==> config.mk <==
export PLATFORM = sky130hd
export DESIGN_NAME = alu_share_arb
export DESIGN_NICKNAME = d
export VERILOG_FILES = /design/src/rtl/alu_share_arb.sv
export SDC_FILE = /design/constraint.sdc
export NUM_CORES = 1
export LEC_CHECK = 0
export BUFFER_PORTS_ARGS = -buffer_cell sky130_fd_sc_hd__buf_2
export CAP_MARGIN = 20
export CELL_PAD_IN_SITES_DETAIL_PLACEMENT = 1
export CELL_PAD_IN_SITES_GLOBAL_PLACEMENT = 2
export CORE_UTILIZATION = 18
export DETAILED_ROUTE_END_ITERATION = 10
export PLACE_DENSITY = 0.84
export SYNTH_ARGS = -nofsm -noshare
export SYNTH_HDL_FRONTEND = slang
export SYNTH_SLANG_ARGS = --single-unit
==> constraint.sdc <==
create_clock -name clk -period 1.8 [get_ports clk]
set_clock_uncertainty 0.15 [all_clocks]
set_input_delay 0.18 -clock clk [delete_from_list [all_inputs] [get_ports clk]]
set_output_delay 0.18 -clock clk [all_outputs]
set_load 0.05 [all_outputs]
==> src/rtl/alu_share_arb.sv <==
`default_nettype none
// ---------------------------------------------------------------------------
// alu_share_arb : two requesters share one combinational ALU, one result slot
//                 each. Build option ALU_ARB_FIXED_PRIO_EN = requester 0 wins.
// Revision      : 1.0
// ---------------------------------------------------------------------------
module alu_share_arb (
  input  logic        clk,
  input  logic        resetn,
  input  logic        in0_valid,
  output logic        in0_ready,
  input  logic [31:0] in0_scr0,
  input  logic [31:0] in0_scr1,
  input  logic [11:0] in0_aluop,
  input  logic        in1_valid,
  output logic        in1_ready,
  input  logic [31:0] in1_scr0,
  input  logic [31:0] in1_scr1,
  input  logic [11:0] in1_aluop,
  output logic        out0_valid,
  input  logic        out0_ready,
  output logic [31:0] out0_result,
  output logic        out0_overflow,
  output logic        out1_valid,
  input  logic        out1_ready,
  output logic [31:0] out1_result,
  output logic        out1_overflow,
  output logic [31:0] alu_scr0,
  output logic [31:0] alu_scr1,
  output logic [11:0] alu_aluop,
  input  logic [31:0] alu_aluso,
  input  logic        alu_overflow
);

  logic w_elig0, w_elig1, w_grant0, w_grant1;

  // A requester may issue only when its slot is empty or being drained now.
  assign w_elig0 = in0_valid & (~out0_valid | out0_ready);
  assign w_elig1 = in1_valid & (~out1_valid | out1_ready);

`ifdef ALU_ARB_FIXED_PRIO_EN
  assign w_grant0 = resetn & w_elig0;
  assign w_grant1 = resetn & w_elig1 & ~w_elig0;
`else
  logic r_prio;

  assign w_grant0 = resetn & w_elig0 & (~w_elig1 | ~r_prio);
  assign w_grant1 = resetn & w_elig1 & (~w_elig0 |  r_prio);

  // Priority always moves to the requester that was not served.
  always_ff @(posedge clk) begin
    if (!resetn)       r_prio <= 1'b0;
    else if (w_grant0) r_prio <= 1'b1;
    else if (w_grant1) r_prio <= 1'b0;
  end
`endif

  assign in0_ready = w_grant0;
  assign in1_ready = w_grant1;

  always_comb begin
    alu_scr0  = 32'd0;
    alu_scr1  = 32'd0;
    alu_aluop = 12'd0;
    if (w_grant0) begin
      alu_scr0  = in0_scr0;
      alu_scr1  = in0_scr1;
      alu_aluop = in0_aluop;
    end else if (w_grant1) begin
      alu_scr0  = in1_scr0;
      alu_scr1  = in1_scr1;
      alu_aluop = in1_aluop;
    end
  end

  always_ff @(posedge clk) begin
    if (!resetn) begin
      out0_valid    <= 1'b0;
      out0_result   <= 32'd0;
      out0_overflow <= 1'b0;
    end else if (w_grant0) begin
      out0_valid    <= 1'b1;
      out0_result   <= alu_aluso;
      out0_overflow <= alu_overflow;
    end else if (out0_ready) begin
      out0_valid    <= 1'b0;
    end
  end

  always_ff @(posedge clk) begin
    if (!resetn) begin
      out1_valid    <= 1'b0;
      out1_result   <= 32'd0;
      out1_overflow <= 1'b0;
    end else if (w_grant1) begin
      out1_valid    <= 1'b1;
      out1_result   <= alu_aluso;
      out1_overflow <= alu_overflow;
    end else if (out1_ready) begin
      out1_valid    <= 1'b0;
    end
  end

endmodule
`default_nettype wire

Word-level counts from Yosys, hierarchy flattened. Cells that the tools add are included.

Output and inout port bits: 146. Register bits: 69. Bits of input ports: 191. Word-level logic and storage cells: 37.

Bitwise operators: 15. Reductions and logical operators: 3. Mux-type cells: 12.

Operators with widths (number): 32-bit two-way mux (4); 12-bit two-way mux (2); 1-bit bitwise AND (6); 1-bit two-way mux (6); 2-bit nonzero test (3); 1-bit inverter (5); 1-bit OR (4).

Longest topological paths before layout. Gate-level depths: netlist of the first run.

Depth after elaboration: 8. Depth in mapped cells: 5. Gate-level depth less buffers: 3.

Worst setup path after synthesis of the first run. OpenSTA, ideal clock, no wires.

Kind: register -> output. Start point: reg out1_valid. End point: out alu_aluop[10]. Buffers on the path: 2. Required time: 1.470 ns. Path slack: -0.765 ns. Arrival: 2.235 ns. Stages on the path, launching flop included: 6. Path through: dfxtp_1 -> nand2b_4 -> a311o_1 -> buf_2 -> buf_2 -> o22ai_1.

Word-level cells in the longest chain between the ends: 7. Elaborated cells between the ends (all ways): 10. Classes of those cells: 2 x mux; 8 x bitwise.

RTL lines: from (decl) (RTL line 24) `output logic out1_valid,`; from (signal assigned) (RTL line 92) `out1_valid <= 1'b0;`; from (signal assigned) (RTL line 96) `out1_valid <= 1'b1;`; from (signal assigned) (RTL line 100) `out1_valid <= 1'b0;`; 1-bit inverter (*) (RTL line 39) `assign w_elig1 = in1_valid & (~out1_valid | out1_ready);`; 1-bit OR (*) (RTL line 39); 1-bit bitwise AND (*) (RTL line 39); 1-bit bitwise AND or 1-bit inverter (tied branches) (RTL line 48, 47); 1-bit bitwise AND or 1-bit OR (tied branches) (RTL line 48, 47); 12-bit two-way mux or 1-bit bitwise AND (tied branches) (RTL line 69, 47); 12-bit two-way mux (*) (RTL line 65) `if (w_grant0) begin`; to (decl) (RTL line 30) `output logic [11:0] alu_aluop,`.

Mark *: on every way between the ends. The rest lies on a longest branch, timed or not.

Worst setup path in the final report of the first run.
Start point: reg out0_valid. End point: out alu_scr1[10].

Word-level cells in the longest chain between the ends: 8. Elaborated cells between the ends (all ways): 10. Classes of those cells: 2 x mux; 8 x bitwise.

RTL lines: from (decl) (RTL line 20) `output logic out0_valid,`; from (signal assigned) (RTL line 78) `out0_valid <= 1'b0;`; from (signal assigned) (RTL line 82) `out0_valid <= 1'b1;`; from (signal assigned) (RTL line 86) `out0_valid <= 1'b0;`; 1-bit inverter (*) (RTL line 38) `assign w_elig0 = in0_valid & (~out0_valid | out0_ready);`; 1-bit OR (*) (RTL line 38); 1-bit bitwise AND (*) (RTL line 38); 1-bit inverter (RTL line 48) `assign w_grant1 = resetn & w_elig1 & (~w_elig0 | r_prio);`; 1-bit OR (RTL line 48); 1-bit bitwise AND (RTL line 48); 32-bit two-way mux (RTL line 69) `end else if (w_grant1) begin`; 32-bit two-way mux (*) (RTL line 65); to (decl) (RTL line 29) `output logic [31:0] alu_scr1,`.

Marks and branches as above.

==> results.py, run 1 <==
metrics = {
    "critical_path": {
        "required_ns": 1.47,
        "worstPathArrival_ns": 1.86,
        "path_class": "flop to output port",
        "cp-start-kind": "flop",
        "path_cells": "nor2b_4 -> a311o_2 -> buf_12 -> buf_6 -> buf_12 -> o22ai_4 -> buf_6",
        "end_kind": "output port",
        "cp_max_fo": 9,
        "crit_slowest_cell": "dfxtp_4",
        "max_stage_delay_ns": 0.34,
    },
    "clock_network": {
        "htree_levels": 3,
        "cts_inserted_buffers": 9,
        "root_buffer": "clkbuf_16",
        "tritoncts": "built",
        "clock_path_buffers": 2,
        "cts_sinks": 69,
        "clk_pin_slew_ns": 0.06,
        "clk_latency_ns": 0.33,
    },
    "pwr": {
        "p_seq_share_pct": 26.9,
        "p_switching_uw": 2470,
        "power.internal_uw": 3840,
        "ir_worst_vdd_mv": 0.521,
        "power.density_nw_per_um2": 730,
        "swShare_pct": 39.1,
        "p_clk_share_pct": 27.0,
        "power.leakage_uw": 0.00408,
        "combPwrFrac_pct": 46.1,
    },
    "sta": {
        "setup_viol": 111,
        "hold_ws_ns": -0.00442,
        "max_slew_margin_pct": 74.1,
        "fmax_mhz": 457,
        "fin_ws_ns": -0.390,
        "min_period_ns": 2.19,
        "fin_crit_sh_pct": 122,
        "rsz0062_at_grt": "yes",
        "tightestPinTransition_ns": 0.388,
        "hold_viol": 2,
        "slew_violations": 0,
    },
    "die": {
        "start_util_pct": 18.6,
        "die_width_um": 147,
        "rows": 52,
        "core_um2": 20400,
        "dieHeight_um": 147,
        "pin_count": 337,
        "die-area_um2": 21700,
    },
    "drt": {
        "viasPerCell": 4.35,
        "drc": 0,
        "drt_iter0_markers": 125,
        "vias": 5186,
        "ant_nets": 0,
        "drt_pass1_iterations": 4,
        "wirelength_um": 19500,
        "wl_per_cell_um": 16.4,
    },
    "outcome": {
        "outcome": "finished, violations left",
        "violations": "hold timing, setup timing",
    },
    "yosys": {
        "syn_area_um2": 3800,
        "synth.avg_cell_area_um2": 7.17,
        "synthAdderAreaFrac_pct": 0,
        "ys_warn_count": 0,
        "synth_compound_area_share_pct": 13.8,
        "synth_nets": 721,
        "synth_seq_area_share_pct": 36.4,
        "synthSimpleGateAreaFrac_pct": 26.0,
        "synth_top_family_by_area": "simple AND/OR/NAND/NOR gates",
        "synth_cell_types": 20,
        "synth_xor_area_share_pct": 0,
        "synth-seq-cells": 69,
        "synth_mux_area_share_pct": 17.4,
        "netlist_instances": 530,
    },
    "place": {
        "dp.cells": 1114,
        "place.gp.congestion": 0.744,
        "dp_hpwl_um": 13900,
        "dp_slack_ns": -0.153,
        "port-buffer-count": 336,
    },
    "min_path": {
        "hp-class": "primary input to flop",
    },
    "grt": {
        "track_usage_pct": 17.0,
        "overflow": 0,
        "grt_pass1_wl_um": 28900,
        "grt_pass1_vias": 5484,
        "grt_antenna_before_repair": 3,
        "grt_max_degree": 91,
    },
    "cells_and_area": {
        "finalNonFillerCells": 1191,
        "area_growth_pct": 128,
        "utilization_pct": 42.3,
        "drive_gt1_share_pct": 53.4,
        "nets": 1104,
        "fill_cells": 2384,
    },
    "job": {
        "drv_cap": 0,
    },
}
## critical path: cells and delay by family (launching register included)
family / cells / cell delay, ns
compound gates: 2 / 0.45
buf+inv: 4 / 0.60
flops: 1 / 0.34
simple gates: 1 / 0.13
## cells in the final DEF (no fill, tap or decap), types with 3 or more instances in the layout
cell type	Yosys	layout
buf_12	0	17
buf_16	0	9
buf_2	15	257
buf_4	3	30
buf_6	2	63
buf_8	0	9
clkbuf_16	0	15
clkinv_2	0	4
dfxtp_1	69	66
diode_2	0	3
dlygate4sd3_1	0	34
mux2i_1	66	66
nand2_1	251	251
o22ai_2	0	6
o22ai_4	0	70
## synth_stat cells
cell	count	area share, %
a21oi_1	2	0.26
nand2b_4	1	0.36
inv_1	2	0.20
buf_4	3	0.59
dfxtp_1	69	36
buf_1	6	0.59
clkbuf_1	26	2.6
o21ai_0	1	0.13
buf_6	2	0.59
nand2_1	251	25
o21a_1	1	0.20
o22ai_1	76	13
a311o_1	1	0.26
o211ai_1	1	0.20
nor2b_1	1	0.16
a21boi_0	1	0.20
buf_2	15	2.0
nor2_1	3	0.30
mux2i_1	66	17
nand2b_1	2	0.33
## state kept, by name, summed over array words and instances (netlist names)
signal         cells
out0_overflow      1
out0_result       32
out0_valid         1
out1_overflow      1
out1_result       32
out1_valid         1
r_prio             1
## power groups by stage
stage / registers, uW / logic [uW] / clock network (uW)
floorplan: 2100 / 1440 / 0
global placement: 1720 / 2450 / 0
detailed placement: 1720 / 2470 / 0
CTS: 1690 / 2810 / 1780
global route: 1710 / 3050 / 1830
finish: 1690 / 2910 / 1700
## final timing paths
kind,depth (start not counted),from,slack [ns],endpoint
setup / recovery,7,out0_valid$_SDFFE_PN0P_,-0.39,alu_scr1[10]
hold / removal,3,alu_aluso[7],-0.004,out1_result[7]$_SDFFE_PN0P_
setup reg to reg,10,r_prio$_SDFFE_PN0P_,-0.19,out1_result[26]$_SDFFE_PN0P_
hold reg to reg,2,out1_result[25]$_SDFFE_PN0P_,0.30,out1_result[25]$_SDFFE_PN0P_
## routing by layer
metal	GRT usage (%)	share of wire (%)	vias to the layer above
met5	0	0	-
met4	4.79	1.5	0
met3	4.16	6.7	21
met2	33.5	56	196
met1	17.4	36	2416
li1	-	-	2553
## repair_timing
item | in CTS | in global routing
hold buffers | 34 | 0
resized for setup | 140 | 40
endpoints found under the hold margin | 66 | 0
pin swaps | 2 | 3
endpoints found under the setup margin | 105 | 127
gates cloned | 5 | 6
buffers inserted | 10 | 6
## area by class of cell
| cell class | count | area (um2) | area share [%] |
|---|---|---|---|
| inverter | 2 | 7.51 | 0.0869 |
| timing repair buffer | 424 | 3410 | 39.5 |
| clock buffer | 12 | 268 | 3.10 |
| sequential | 69 | 1390 | 16.1 |
| clock inverter | 4 | 20.0 | 0.232 |
| tap | 270 | 338 | 3.91 |
| antenna | 3 | 7.51 | 0.0869 |
| multi-input combinational | 407 | 3200 | 37.0 |
## metrics by stage
step | area (um2) | TNS [ns] | total power [uW] | hold WS [ns]
CTS | 8340 | -32.67 | 6280 | 0.00103
floorplan | 4950 | -4.39 | 3540 | 0.181
finish | 8640 | -29.00 | 6310 | -0.00442
global placement | 7050 | -6.10 | 4170 | 0.291
global route | 8640 | -36.11 | 6590 | 0.0111
detailed placement | 7050 | -7.50 | 4200 | 0.299
## cells by family after synthesis
kind of cell	after synthesis
flops	69
compound gates	83
buf+inv	54
mux	66
simple gates	258
No activity file was read; power rests on OpenSTA's default activity.
==> run 2: changes to the inputs <==
--- a/config.mk
+++ b/config.mk
@@ -9,8 +9,10 @@
 export CAP_MARGIN = 20
 export CELL_PAD_IN_SITES_DETAIL_PLACEMENT = 1
 export CELL_PAD_IN_SITES_GLOBAL_PLACEMENT = 2
+export CORE_ASPECT_RATIO = 1.2
 export CORE_UTILIZATION = 18
 export DETAILED_ROUTE_END_ITERATION = 10
+export HOLD_SLACK_MARGIN = 0.15
 export PLACE_DENSITY = 0.84
 export SYNTH_ARGS = -nofsm -noshare
 export SYNTH_HDL_FRONTEND = slang
==> results.py, run 2 (synthesis results as in run 1) <==
metrics = {
    "critical_path": {
        "required_ns": 1.47,
        "crit_slowest_cell": "a311o_2",
        "cp_max_fo": 10,
        "path_cells": "nor2b_4 -> a311o_2 -> buf_4 -> o22ai_4 -> buf_6",
        "worstPathArrival_ns": 1.86,
        "cp-start-kind": "flop",
        "end_kind": "output port",
        "max_stage_delay_ns": 0.44,
        "path_class": "flop to output port",
    },
    "sta": {
        "hold_viol": 0,
        "slew_violations": 0,
        "rsz0062_at_grt": "yes",
        "tightestPinTransition_ns": 0.333,
        "fin_ws_ns": -0.394,
        "fmax_mhz": 456,
        "hold_ws_ns": 0.195,
        "setup_viol": 109,
        "max_slew_margin_pct": 77.8,
        "min_period_ns": 2.19,
        "fin_crit_sh_pct": 122,
    },
    "clock_network": {
        "htree_levels": 3,
        "cts_inserted_buffers": 9,
        "root_buffer": "clkbuf_16",
        "cts_sinks": 69,
        "clk_latency_ns": 0.32,
        "clk_pin_slew_ns": 0.06,
        "clock_path_buffers": 2,
        "tritoncts": "built",
    },
    "pwr": {
        "p_switching_uw": 2450,
        "total_power_uw": 6420,
        "swShare_pct": 38.1,
        "ir_worst_vdd_mv": 0.575,
        "combPwrFrac_pct": 45.1,
        "power.density_nw_per_um2": 739,
        "power.internal_uw": 3970,
        "p_clk_share_pct": 28.5,
        "power.leakage_uw": 0.00410,
        "p_seq_share_pct": 26.4,
    },
    "drt": {
        "wl_per_cell_um": 15.8,
        "drt_iter0_markers": 109,
        "drt_pass1_iterations": 4,
        "drc": 0,
        "viasPerCell": 4.39,
        "ant_nets": 0,
        "wirelength_um": 18900,
        "vias": 5248,
    },
    "cells_and_area": {
        "layout_commonest_cell": "buf_2",
        "layout_common_cells": "257 x buf_2, 251 x nand2_1, 75 x buf_6",
        "drive_gt1_share_pct": 53.7,
        "nets": 1116,
        "reg.largest.list": "out0_result (32), out1_result (32)",
        "area_growth_pct": 129,
    },
    "grt": {
        "track_usage_pct": 16.3,
        "overflow": 0,
        "grt_pass1_vias": 5424,
        "grt_pass1_wl_um": 28200,
        "grt_max_degree": 81,
        "grt_antenna_before_repair": 1,
    },
    "die": {
        "die_width_um": 135,
        "pin_count": 337,
        "core_um2": 20500,
        "dieHeight_um": 161,
        "start_util_pct": 18.6,
        "rows": 57,
        "die-area_um2": 21700,
    },
    "place": {
        "port-buffer-count": 336,
        "dp_hpwl_um": 13600,
        "place.gp.congestion": 0.754,
    },
    "job": {
        "drv_cap": 0,
    },
    "outcome": {
        "outcome": "finished, violations left",
        "violations": "setup timing",
    },
    "min_path": {
        "hp-class": "primary input to flop",
    },
}
run 2: changes by cell type in the layout (fill, tap and decap cells not counted):
cell | before | now
dlygate4sd3_1 | 34 | 37
buf_12 | 17 | 12
buf_8 | 9 | 7
o22ai_2 | 6 | 5
buf_6 | 63 | 75
bufinv_16 | 0 | 1
clkinv_2 | 4 | 1
o22ai_4 | 70 | 71
clkinvlp_4 | 0 | 1
clkbuf_8 | 1 | 3
buf_4 | 30 | 36
diode_2 | 3 | 1
buf_16 | 9 | 6
run 2: metrics by stage:
stage	instance area, um2	std cells	utilization (%)	setup TNS (ns)	worst slack, ns
finish	8690	1196	42.4	-30.06	-0.394
global route	8680	1195	42.4	-38.05	-0.457
CTS	8190	1173	40.0	-27.75	-0.408
detailed placement	7020	1112	34.3	-13.69	-0.167
global placement	7020	1112	34.3	-13.15	-0.185
floorplan	4950	530	-	-4.39	-0.0757
run 2: power groups by stage:
| stage | combinational, uW | clock [uW] | sequential (uW) |
|---|---|---|---|
| after floorplan | 1440 | 0 | 2100 |
| after global placement | 2440 | 0 | 1720 |
| after detailed placement | 2460 | 0 | 1720 |
| after CTS | 2730 | 1900 | 1690 |
| after global routing | 3050 | 1960 | 1710 |
| final | 2900 | 1830 | 1690 |
run 2: what timing repair did:
item,4_1_cts,5_1_grt
endpoints found under the hold margin,69,0
gates resized for setup,129,59
endpoints found under the setup margin,112,112
hold buffers,37,0
setup buffers,6,19
cloned,2,6
pin swaps,2,2
run 2: final timing paths:
check / endpoint / cells past startpoint / slack (ns) / from
worst max-delay path: alu_scr0[28] / 5 / -0.39 / out0_valid$_SDFFE_PN0P_
worst min register to register: out0_result[6]$_SDFFE_PN0P_ / 2 / 0.30 / out0_result[6]$_SDFFE_PN0P_
worst min-delay path: out1_valid$_SDFFE_PN0P_ / 5 / 0.19 / out1_ready
worst max register to register: out0_result[17]$_SDFFE_PN0P_ / 5 / -0.11 / out0_valid$_SDFFE_PN0P_
run 2: cell type report:
| type | count | area [um2] |
|---|---|---|
| fillers | 2418 | 11800 |
| repair buffers | 436 | 3430 |
| multi-input cells | 407 | 3210 |
| flip-flops and latches | 69 | 1390 |
| well taps | 265 | 332 |
| clock buffers | 13 | 270 |
| clock inverters | 3 | 42.5 |
| inverters | 2 | 7.51 |
| diodes | 1 | 2.50 |
run 2: routing by layer:
layer	global-route usage (%)	vias to the layer above	wire length, um
met5	0	-	0
met4	4.55	0	331
met3	4.08	21	1250
met2	32.2	198	10400
met1	16.7	2457	6920
li1	-	2572	-
run 2: worst max-delay path: cells and delay by family, from the launching register on:
kind	cells	cell delay [ns]
AOI/OAI and AO/OA	2	0.60
buffers and inverters	2	0.47
and+or+nand+nor	1	0.13
DFF	1	0.34
==> run 3: changes to the inputs <==
--- a/config.mk
+++ b/config.mk
@@ -5,6 +5,7 @@
 export SDC_FILE = /design/constraint.sdc
 export NUM_CORES = 1
 export LEC_CHECK = 0
+export ABC_AREA = 1
 export BUFFER_PORTS_ARGS = -buffer_cell sky130_fd_sc_hd__buf_2
 export CAP_MARGIN = 20
 export CELL_PAD_IN_SITES_DETAIL_PLACEMENT = 1
==> results.py, run 3 <==
metrics = {
    "yosys": {
        "synth_nets": 900,
        "synth_most_common_cell": "nand2_1",
        "ys_warn_count": 0,
        "synth-async-reset-ratio_pct": 0,
        "synthTopCellsByCount": "279 x nand2_1, 219 x nand3_1, 71 x inv_1, 69 x dfxtp_1, 32 x buf_2",
        "synth_area_leader_cell": "dfxtp_1",
        "netlist_instances": 709,
        "synth_seq_area_share_pct": 32.5,
        "syn_area_um2": 4250,
        "synth_area_leaders": "dfxtp_1 32%, nand3_1 26%, nand2_1 25%, inv_1 6.3%, buf_2 3.8%",
        "synth_flop_cell": "dfxtp_1",
        "synth_top_area_share_pct": 32.5,
        "synth-seq-cells": 69,
        "synth_cell_types": 14,
        "synth.avg_cell_area_um2": 6.00,
        "synth_enable_flop_cells": 0,
    },
    "critical_path": {
        "cp_max_fo": 25,
        "max_stage_delay_ns": 0.32,
        "path_class": "flop to output port",
        "crit_top_cell": "nand2_2",
        "cp-start-kind": "flop",
        "path_cells": "nand2_2 -> nand2_2 -> nor2_4 -> buf_12 -> buf_16 -> nand3_1 -> nand2_2 -> buf_8",
        "critical_path.top_delay_family": "simple AND/OR/NAND/NOR gates",
        "required_ns": 1.47,
        "worstPathArrival_ns": 1.67,
        "crit_slowest_cell": "dfxtp_2",
        "crit_buf_inv": 3,
        "end_kind": "output port",
    },
    "drt": {
        "vias": 6243,
        "ant_nets": 0,
        "wl_per_cell_um": 17.8,
        "drt_pass1_iterations": 5,
        "drc": 0,
        "viasPerCell": 4.42,
        "wirelength_um": 25200,
        "drt_iter0_markers": 156,
    },
    "grt": {
        "grt_pass1_vias": 6393,
        "grt_antenna_before_repair": 3,
        "track_usage_pct": 19.3,
        "grt_max_degree": 68,
        "overflow": 0,
        "grt_pass1_wl_um": 35600,
    },
    "place": {
        "place.gp.congestion": 0.766,
        "dp_hpwl_um": 15700,
        "port-buffer-count": 336,
        "placed_area_um2": 6580,
    },
    "die": {
        "dieHeight_um": 170,
        "pin_count": 337,
        "start_util_pct": 18.3,
        "rows": 61,
        "die_width_um": 142,
        "die-area_um2": 24200,
        "core_um2": 23200,
    },
    "cells_and_area": {
        "area_growth_pct": 114,
        "drive_gt1_share_pct": 51.5,
        "layout_common_cells": "258 x buf_2, 199 x nand2_1, 155 x nand3_1",
        "utilization_pct": 39.2,
        "final_cell_area_um2": 9090,
        "reg.largest.list": "out0_result (32), out1_result (32)",
        "nets": 1286,
        "layout_commonest_cell": "buf_2",
    },
    "sta": {
        "fin_ws_ns": -0.205,
        "hold_viol": 0,
        "max_slew_margin_pct": 50.1,
        "fin_crit_sh_pct": 111,
        "tightestPinTransition_ns": 0.749,
        "setup_viol": 78,
        "fmax_mhz": 499,
        "min_period_ns": 2.00,
        "rsz0062_at_grt": "yes",
        "slew_violations": 0,
        "final.setup.tns_ns": -12.16,
    },
    "clock_network": {
        "root_buffer": "clkbuf_16",
        "cts_sinks": 69,
        "clk_pin_slew_ns": 0.06,
        "tritoncts": "built",
        "clk_latency_ns": 0.32,
        "htree_levels": 3,
        "cts_inserted_buffers": 9,
        "clock_path_buffers": 2,
    },
    "pwr": {
        "power.internal_uw": 3840,
        "combPwrFrac_pct": 45.6,
        "swShare_pct": 39.5,
        "ir_worst_vdd_mv": 0.440,
        "p_clk_share_pct": 27.5,
        "p_switching_uw": 2510,
        "power.density_nw_per_um2": 699,
        "p_seq_share_pct": 26.9,
        "power.leakage_uw": 0.00505,
    },
    "min_path": {
        "hp-class": "primary input to flop",
    },
    "job": {
        "drv_cap": 0,
    },
    "outcome": {
        "outcome": "finished, violations left",
        "violations": "setup timing",
    },
}
==> run 3: timing repair <==
action | 4_1_cts | 5_1_grt
resized for setup | 254 | 74
setup buffers | 10 | 5
cloned | 10 | 9
pin swaps | 11 | 36
endpoints found under the hold margin | 69 | 0
setup endpoints to repair | 78 | 81
hold buffers | 37 | 0
==> run 3: worst min-delay path, cell delays in order <==
cell and delay, ns:
buf_2 0.12, nand3_4 0.09, buf_12 0.16, nand3_1 0.08, nand2_1 0.05
==> run 3: layout make-up <==
class	count	area [um2]
multi-input combinational	506	2820
sequential	69	1380
clock inverter	2	35.0
timing repair buffer	437	3940
antenna	1	2.50
tap	315	394
fill	2914	14100
clock buffer	12	246
inverter	72	270
==> run 3: path summary, 6_finish.rpt <==
| path | cells past startpoint | startpoint | slack, ns | to |
|---|---|---|---|---|
| worst max-delay path | 8 | out0_valid$_SDFFE_PN0P_ | -0.20 | alu_scr1[15] |
| worst min-delay path | 5 | in0_valid | 0.25 | out1_result[3]$_SDFFE_PN0P_ |
| worst max register to register | 9 | out1_valid$_SDFFE_PN0P_ | 0.08 | out0_result[30]$_SDFFE_PN0P_ |
| worst min register to register | 4 | out0_result[6]$_SDFFE_PN0P_ | 0.37 | out0_result[6]$_SDFFE_PN0P_ |
==> run 3: per-stage QoR <==
step	power, uW	std cells	setup slack [ns]	hold WS, ns
after global placement	3910	1329	0.00652	0.271
after detailed placement	3930	1329	-0.0555	0.278
after floorplan	3200	709	0.0853	0.168
after CTS	6230	1400	-0.200	0.207
after global routing	6630	1413	-0.269	0.266
final	6350	1414	-0.205	0.250
==> run 3: cells by family after synthesis <==
kind of cell | synth area share [%]
compound gates | 0.353
buf+inv | 15.7
flops | 32.5
simple gates | 51.5
==> run 3: per-layer routing <==
metal  vias up  share of wire, %  global-route usage, %
li1       3018                 -                      -
met1      2953                40                   22.5
met2       239                52                   35.6
met3        31               6.0                   4.22
met4         2               1.7                   4.53
met5         -             0.067                      0
==> run 3: power groups by stage <==
stage | sequential [uW] | combinational [uW] | clock, uW
floorplan | 2150 | 1050 | 0
global placement | 1740 | 2170 | 0
detailed placement | 1740 | 2180 | 0
CTS | 1710 | 2710 | 1800
global route | 1730 | 3050 | 1860
finish | 1710 | 2900 | 1750
